**src/rtl/lsu_cache_port.sv**
```systemverilog
// Load/store sequencer in front of the cache. It takes one CPU request at a time,
// rejects misaligned or illegal sizes, and drives the cache strobes using the
// cache_rdy fall/rise handshake. It answers with a single-cycle response and keeps
// saturating access and stall counters.
module lsu_cache_port #(
  parameter int unsigned TIMEOUT = 1024,
  parameter int unsigned CNT_W   = 32
) (
  input  logic             clk,
  input  logic             rst,
  input  logic             req_valid,
  output logic             req_ready,
  input  logic             req_we,
  input  logic [1:0]       req_size,
  input  logic             req_unsigned,
  input  logic [31:0]      req_addr,
  input  logic [31:0]      req_wdata,
  output logic             rsp_valid,
  output logic             rsp_err,
  output logic [31:0]      rsp_rdata,
  output logic             ren,
  output logic             wen,
  output logic [31:0]      addr,
  output logic [31:0]      din,
  output logic [4:0]       loadcntrl,
  output logic [2:0]       storecntrl,
  input  logic [31:0]      dout,
  input  logic             cache_rdy,
  output logic [CNT_W-1:0] access_cnt,
  output logic [CNT_W-1:0] stall_cnt
);

  localparam int unsigned TmoW = $clog2(TIMEOUT + 1);

  typedef enum logic [2:0] {StIdle, StWaitRdy, StReq, StBusy, StResp, StErr} state_e;

  state_e            state_q, state_d;
  logic              we_q, we_d, uns_q, uns_d;
  logic [1:0]        size_q, size_d;
  logic [31:0]       addr_q, addr_d, din_q, din_d, rdata_q, rdata_d;
  logic              ren_q, ren_d, wen_q, wen_d;
  logic [4:0]        lc_q, lc_d, lc_dec;
  logic [2:0]        sc_q, sc_d, sc_dec;
  logic [TmoW-1:0]   tmo_q, tmo_d;
  logic [CNT_W-1:0]  acc_q, acc_d, stall_q, stall_d;
  logic              misaligned, in_access, tmo_hit, acc_inc;

  assign in_access = (state_q == StReq) || (state_q == StBusy);
  // Fires on the TIMEOUT-th cycle spent in REQ+BUSY.
  assign tmo_hit   = in_access && (tmo_q == TmoW'(TIMEOUT - 1));

  // Alignment check on the incoming request.
  always_comb begin
    misaligned = 1'b0;
    unique case (req_size)
      2'b00:   misaligned = 1'b0;
      2'b01:   misaligned = req_addr[0];
      2'b10:   misaligned = |req_addr[1:0];
      default: misaligned = 1'b1;
    endcase
  end

  // Decode the latched access type into the cache's one-hot control buses.
  always_comb begin
    lc_dec = '0;
    sc_dec = '0;
    unique case (size_q)
      2'b00: begin
        lc_dec = uns_q ? 5'b01000 : 5'b00001;
        sc_dec = 3'b001;
      end
      2'b01: begin
        lc_dec = uns_q ? 5'b10000 : 5'b00010;
        sc_dec = 3'b010;
      end
      2'b10: begin
        lc_dec = 5'b00100;
        sc_dec = 3'b100;
      end
      default: begin
        lc_dec = '0;
        sc_dec = '0;
      end
    endcase
  end

  // Next-state, strobe and counter logic.
  always_comb begin
    state_d = state_q;
    we_d    = we_q;
    uns_d   = uns_q;
    size_d  = size_q;
    addr_d  = addr_q;
    din_d   = din_q;
    rdata_d = rdata_q;
    ren_d   = ren_q;
    wen_d   = wen_q;
    lc_d    = lc_q;
    sc_d    = sc_q;
    tmo_d   = tmo_q;
    acc_inc = 1'b0;
    unique case (state_q)
      StIdle: begin
        if (req_valid) begin
          we_d    = req_we;
          uns_d   = req_unsigned;
          size_d  = req_size;
          addr_d  = req_addr;
          din_d   = req_wdata;
          state_d = misaligned ? StErr : StWaitRdy;
        end
      end
      StWaitRdy: begin
        if (cache_rdy) begin
          state_d = StReq;
          tmo_d   = '0;
          ren_d   = ~we_q;
          wen_d   = we_q;
          lc_d    = we_q ? 5'b0 : lc_dec;
          sc_d    = we_q ? sc_dec : 3'b0;
        end
      end
      StReq, StBusy: begin
        tmo_d = tmo_q + 1'b1;
        if (tmo_hit) begin
          state_d = StErr;
          acc_inc = 1'b1;
        end else if (state_q == StReq && !cache_rdy) begin
          state_d = StBusy;
        end else if (state_q == StBusy && cache_rdy) begin
          state_d = StResp;
          rdata_d = dout;
        end
        // The strobe is dropped on the same edge that leaves REQ.
        if (state_d != StReq) begin
          ren_d = 1'b0;
          wen_d = 1'b0;
          lc_d  = '0;
          sc_d  = '0;
        end
      end
      StResp: begin
        acc_inc = 1'b1;
        state_d = StIdle;
      end
      StErr:   state_d = StIdle;
      default: state_d = StIdle;
    endcase
    acc_d   = (acc_inc && acc_q != '1) ? acc_q + 1'b1 : acc_q;
    stall_d = (in_access && stall_q != '1) ? stall_q + 1'b1 : stall_q;
  end

  // State and datapath registers.
  always_ff @(posedge clk or negedge rst) begin
    if (!rst) begin
      state_q <= StIdle;
      we_q    <= 1'b0;
      uns_q   <= 1'b0;
      size_q  <= '0;
      addr_q  <= '0;
      din_q   <= '0;
      rdata_q <= '0;
      ren_q   <= 1'b0;
      wen_q   <= 1'b0;
      lc_q    <= '0;
      sc_q    <= '0;
      tmo_q   <= '0;
      acc_q   <= '0;
      stall_q <= '0;
    end else begin
      state_q <= state_d;
      we_q    <= we_d;
      uns_q   <= uns_d;
      size_q  <= size_d;
      addr_q  <= addr_d;
      din_q   <= din_d;
      rdata_q <= rdata_d;
      ren_q   <= ren_d;
      wen_q   <= wen_d;
      lc_q    <= lc_d;
      sc_q    <= sc_d;
      tmo_q   <= tmo_d;
      acc_q   <= acc_d;
      stall_q <= stall_d;
    end
  end

  assign req_ready  = (state_q == StIdle);
  assign rsp_valid  = (state_q == StResp) || (state_q == StErr);
  assign rsp_err    = (state_q == StErr);
  assign rsp_rdata  = (state_q == StResp && !we_q) ? rdata_q : 32'h0;
  assign ren        = ren_q;
  assign wen        = wen_q;
  assign addr       = addr_q;
  assign din        = din_q;
  assign loadcntrl  = lc_q;
  assign storecntrl = sc_q;
  assign access_cnt = acc_q;
  assign stall_cnt  = stall_q;

endmodule

```
**config.mk**
```make
export PLATFORM = sky130hd
export DESIGN_NAME = lsu_cache_port
export DESIGN_NICKNAME = d
export VERILOG_FILES = /design/src/rtl/lsu_cache_port.sv
export SDC_FILE = /design/constraint.sdc
export NUM_CORES = 1
export LEC_CHECK = 0
export CAP_MARGIN = 20
export CELL_PAD_IN_SITES_DETAIL_PLACEMENT = 2
export CELL_PAD_IN_SITES_GLOBAL_PLACEMENT = 2
export CORE_ASPECT_RATIO = 0.9
export CORE_UTILIZATION = 43
export DETAILED_ROUTE_END_ITERATION = 8
export DONT_BUFFER_PORTS = 1
export GPL_TIMING_DRIVEN = 0
export PLACE_DENSITY_LB_ADDON = 0.1
export SYNTH_ARGS = -nofsm -noshare
export SYNTH_HDL_FRONTEND = slang
export SYNTH_SLANG_ARGS = --single-unit
```
**constraint.sdc**
```tcl
create_clock -name clk -period 3.7 [get_ports clk]
set_clock_uncertainty 0.1 [all_clocks]
set_input_delay 0.185 -clock clk [delete_from_list [all_inputs] [get_ports clk]]
set_output_delay 0.185 -clock clk [all_outputs]
set_load 0.005 [all_outputs]
```
## After elaboration in Yosys (flattened, before gate mapping)

Index checks and enable logic that the tools add are counted.

| cells by class | value |
|---|---|
| add/sub/neg operators | 3 |
| equality and inequality tests | 16 |
| multiplexer cells | 31 |
| bitwise gates (word level) | 3 |
| reductions and logical operators | 21 |

Operators by type and width:

| cell | count |
|---|---|
| 32-bit by 1-bit adder with 32-bit output, second input constant | 2 |
| 32-bit inequality test, second input constant | 2 |
| 32-bit two-way mux | 1 |
| 3-bit two-way mux | 10 |
| 11-bit one-hot mux with 2 select lines | 1 |
| 5-bit two-way mux | 4 |
| 3-bit one-hot mux with 3 select lines | 2 |
| 5-bit one-hot mux with 3 select lines | 1 |
| 11-bit by 1-bit adder with 11-bit output, second input constant | 1 |
| 11-bit by 10-bit equality test with 1-bit output, second input constant | 1 |
| 11-bit two-way mux | 1 |
| 5-bit one-hot mux with 2 select lines | 1 |
| 3-bit by 2-bit equality test with 1-bit output, second input constant | 2 |
| 3-bit equality test, second input constant | 2 |
| 1-bit logical AND | 6 |
| 2-bit inequality test, second input constant | 3 |
| 1-bit one-hot mux with 2 select lines | 3 |
| 3-bit one-hot mux with 2 select lines | 1 |
| 2-bit AND reduction | 3 |
| 2-bit by 1-bit equality test with 1-bit output, second input constant | 2 |
| 2-bit equality test, second input constant | 2 |
| 2-bit logical NOT | 2 |
| 1-bit two-way mux | 4 |
| 4-bit two-way mux | 1 |
| other kinds (11) | 16 |

| word-level totals | value |
|---|---|
| flip-flop bits (word level) | 188 |
| input bits | 104 |
| output and inout bits | 173 |

## Depth between registers and ports, before layout

| depth | value |
|---|---|
| depth after elaboration | 9 |
| gate-level depth with buffers | 8 |
| gate-level depth less buffers | 6 |

## Least setup slack after synthesis

No wires, ideal clock.

| path | value |
|---|---|
| path kind | flip-flop to flip-flop |
| start | register stall_q[19], in the netlist stall_cnt[19] |
| end | register stall_q[15], in the netlist stall_cnt[15] |
| library setup time | 0.128 ns |
| arrival | 1.987 ns |
| slack | 1.485 ns |
| stages on the path, launching flop included | 7 |
| path buffers | 1 |
| clock period less this slack | 2.215 ns |
| cells stage by stage | dfrtp_1 nand4_1 or4_4 nor4_4 buf_6 nor3_2 xor2_1 |

| between the ends | value |
|---|---|
| word-level cells in the longest chain between the ends | 2 |

RTL lines:

| element | RTL line | text |
|---|---|---|
| start, declared | 45 | `logic [CNT_W-1:0] acc_q, acc_d, stall_q, stall_d;` |
| start signal, assigned | 184 | `stall_q <= stall_d;` |
| 32-bit inequality test | 150 | `stall_d = (in_access && stall_q != '1) ? stall_q + 1'b1 : stall_q;` |
| 1-bit logical AND | 150 |  |

No other way between the ends.
A chain may end at the register's enable or synchronous reset.

## Final worst setup path

| path | value |
|---|---|
| start | register state_q[0] |
| end | register din_q[4], in the netlist din[4] |

| between the ends | value |
|---|---|
| word-level cells in the longest chain between the ends | 2 |

RTL lines:

| element | RTL line | text |
|---|---|---|
| start, declared | 37 | `state_e state_q, state_d;` |
| start signal, assigned | 156 | `state_q <= StIdle;` |
| start signal, assigned | 171 | `state_q <= state_d;` |
| 3-bit logical NOT | - |  |
| named net req_ready | 12 | `output logic req_ready,` |
| 2-bit AND reduction (no source line) | - |  |
| end signal, assigned | 176 | `din_q <= din_d;` |
| end, declared | 40 | `logic [31:0] addr_q, addr_d, din_q, din_d, rdata_q, rdata_d;` |

The timed path passes the listed nets, and every way through them passes these cells.

==> out/metrics.csv <==
stage;metric;value;unit
timing;fin_crit_sh;92.19;%
setup_path;path_cells;clkbuf_1, nor3_1, and2_1, clkbuf_1, clkbuf_1, mux2_2;
routing;drt_wl_total;35150;um
setup_path;reg2regPathDepth;6;
timing;final.setup.tns;0;ps
synthesis;yosys.area.top_type;dfrtp_1;
synthesis;syn_area_per_cell;12.28;um^2
setup_path;slowest_stage;nor3_1;
setup_path;crit_fanout;10;
timing;hold_ws;-672.9;ps
global_routing;grt_pass1_wl;47550;um
timing;max_freq;293.2;MHz
cts;cts.clk_slew.worst_paths;90;ps
layout;syn_to_final_growth;23.76;%
placement;dp_hpwl;17240;um
floorplan;die_area;0.01986;mm^2
routing;drtPass1Iterations;5;
timing;worst_pin_slew;1180;ps
synthesis;syn_inst;676;
synthesis;synth_top_area_share;56.69;%
synthesis;async_flop_share;100.0;%
synthesis;post-synth-top-count-cell;dfrtp_1;
routing;vias;6460;
worst_hold_path;hp-class;input pin to async pin;
layout;design_area;0.01027;mm^2
synthesis;yosysUniqueCellTypes;53;
floorplan;die_w;148.4;um
synthesis;seq_area_frac_synth;56.69;%
synthesis;synth_edf_count;0;
synthesis;synth_area;0.008299;mm^2
flow_run;drv_cap;0;
timing;relSlewSlack;20.22;%
run_status;violations;negative hold slack;
floorplan;die_y;133.8;um
cts;ctsHoldBuffers;102;
floorplan;ios;277;
setup_path;crit_required;3930;ps
global_routing;antenna_found_initial;3;
setup_path;crit_start;state_q[0];
setup_path;worstSetupPathType;flip-flop to flip-flop;
cts;h-tree-depth;4;
pwr;p_leak;4.507;nW
setup_path;r2r_end;din[4];
timing;rsz0062_at_grt;false;
placement;pre_cts_ws;758.5;ps
setup_path;crit_arrival;3640;ps
layout;nets;905;
synthesis;ys.flop_type;dfrtp_1;
floorplan;num_rows;47;
routing;drt-initial-drc-count;367;
global_routing;grt_usage;32.70;%
cts;post_cts_buffers;0;
cts;clock_tree.buffer_depth;2;
synthesis;synthTopCellsByArea;dfrtp_1 57%, mux2_2 13%, xor2_1 4.2%;
synthesis;syn_nets;783;
synthesis;yosys-top-cells-count;188 x dfrtp_1, 99 x mux2_2, 40 x xor2_1, 37 x and2_1, 37 x nand2_1;
global_routing;grt_pass1_vias;7309;
global_routing;grt_max_degree;189;
run_status;status;complete, but fails checks;
setup_path;r2r_slack;290;ps
pwr;vdd_drop_max;0.3629;mV
cts;clock_sinks;188;
routing;routed_via_density;6.071;
global_routing;grt_overflow;0;
timing;fin_crit;3411;ps
synthesis;ys_warn_count;0;
cts;cts_made_buffers;17;
placement;dpl_cell_area;0.008606;mm^2
timing;setup_viol;0;
setup_path;worst_setup_path_start_kind;flip-flop;
placement;portBuffers;0;
floorplan;initial_core_util;44.52;%
cts;root_buffer;clkbuf_16;
setup_path;critPathCaptureType;flip-flop;
pwr;p_total;7.480;mW
timing;report.final.slew_viol_count;0;
setup_path;critPathMaxStageDelay;840;ps
layout;final_core_util;55.10;%
timing;hold_viol;188;
cts;cts_tree;yes;
cts;clock_latency;460;ps
timing;setup_ws;288.9;ps
pwr;p_per_area;728.2;mW/mm^2
routing;drc_errors;0;
synthesis;ys_ff_latch;188;
placement;globalplace.congestion;0.7875;
routing;wire_per_inst;33.04;um
setup_path;r2r_start;state_q[0];
setup_path;cp_common_cell;clkbuf_1;
routing;ant_nets;0;
floorplan;design.core.area;0.01864;mm^2
layout;layout-drive-gt1-share;19.73;%
[placed cells by master (no fill, tap or decap), types with 27 or more instances in the layout]
| cell | count |
|---|---|
| nand3_1 | 29 |
| and2_1 | 37 |
| nor2_1 | 36 |
| nand2_1 | 37 |
| dfrtp_1 | 188 |
| nand4_1 | 32 |
| xor2_1 | 40 |
| mux2_2 | 99 |
| xnor2_1 | 27 |
| dlygate4sd3_1 | 102 |
[report_power, final]
| group | internal [mW] | switching (mW) |
|---|---|---|
| Clock | 0.933 | 1.06 |
| Sequential | 2.74 | 0.844 |
| Combinational | 0.873 | 1.03 |
| Total | 4.55 | 2.93 |
[per-layer routing]
layer	vias up	wire length, um	track usage (%)
met2	322	18040	57.53
met5	-	10	0
met3	76	2790	10.14
li1	2655	-	-
met1	3405	13140	37.44
met4	2	1180	11.28
[metrics by stage]
step / hold WS, ps / cells
global route: -686.7 / 1063
global placement: -206.6 / 921
CTS: -675.1 / 1055
detailed placement: -206.4 / 921
floorplan: -210.6 / 676
finish: -672.9 / 1064
[area by class of cell]
type / count / area (um^2)
multi-input cells: 456 / 3458
clock buffers: 18 / 429.2
well taps: 245 / 306.5
flip-flops and latches: 188 / 4705
clock inverters: 14 / 190.2
fillers: 1721 / 8371
plain buffers: 27 / 117.6
inverters: 5 / 18.77
repair buffers: 103 / 1026
diodes: 8 / 20.02
[timing repair]
action                     in CTS  in global routing
hold endpoints to repair      290                188
setup endpoints to repair       0                  0
gates resized for setup         0                  0
[critical path, delay by kind of cell (launching register included)]
family                 cells  cell delay, ps
AND/OR/NAND/NOR            2            1120
multiplexers               1             480
buffers and inverters      3            1200
flip-flops                 1             390
[kinds of logic (layout without fill, tap and decap cells)]
family | Yosys count | in the layout | share of synthesized area, %
AND/OR/NAND/NOR | 255 | 255 | 17.77
flip-flops | 188 | 188 | 56.69
multiplexers | 100 | 100 | 13.61
XOR/XNOR | 67 | 67 | 7.071
buffers and inverters | 32 | 167 | 1.643
AO/OA/AOI/OAI | 31 | 31 | 2.759
adder cells (fa/ha/maj) | 3 | 3 | 0.4523
other | 0 | 8 | 0
[worst max-delay path by stage]
stage / endpoint / cells past startpoint
final: din[4] / 6
after global routing: din[4] / 6
after CTS: we_q / 6
after detailed placement: addr[1] / 6
after global placement: addr[2] / 6
after floorplan: stall_cnt[15] / 6
[registers in the layout, indices dropped and copies added, names as in the netlist]
register,cells
rdata_q,32
state_q,3
access_cnt,32
tmo_q,11
loadcntrl,5
we_q,1
wen,1
storecntrl,3
din,32
stall_cnt,32
ren,1
addr,32
size_q,2
uns_q,1
No activity file was read; power rests on OpenSTA's default activity.
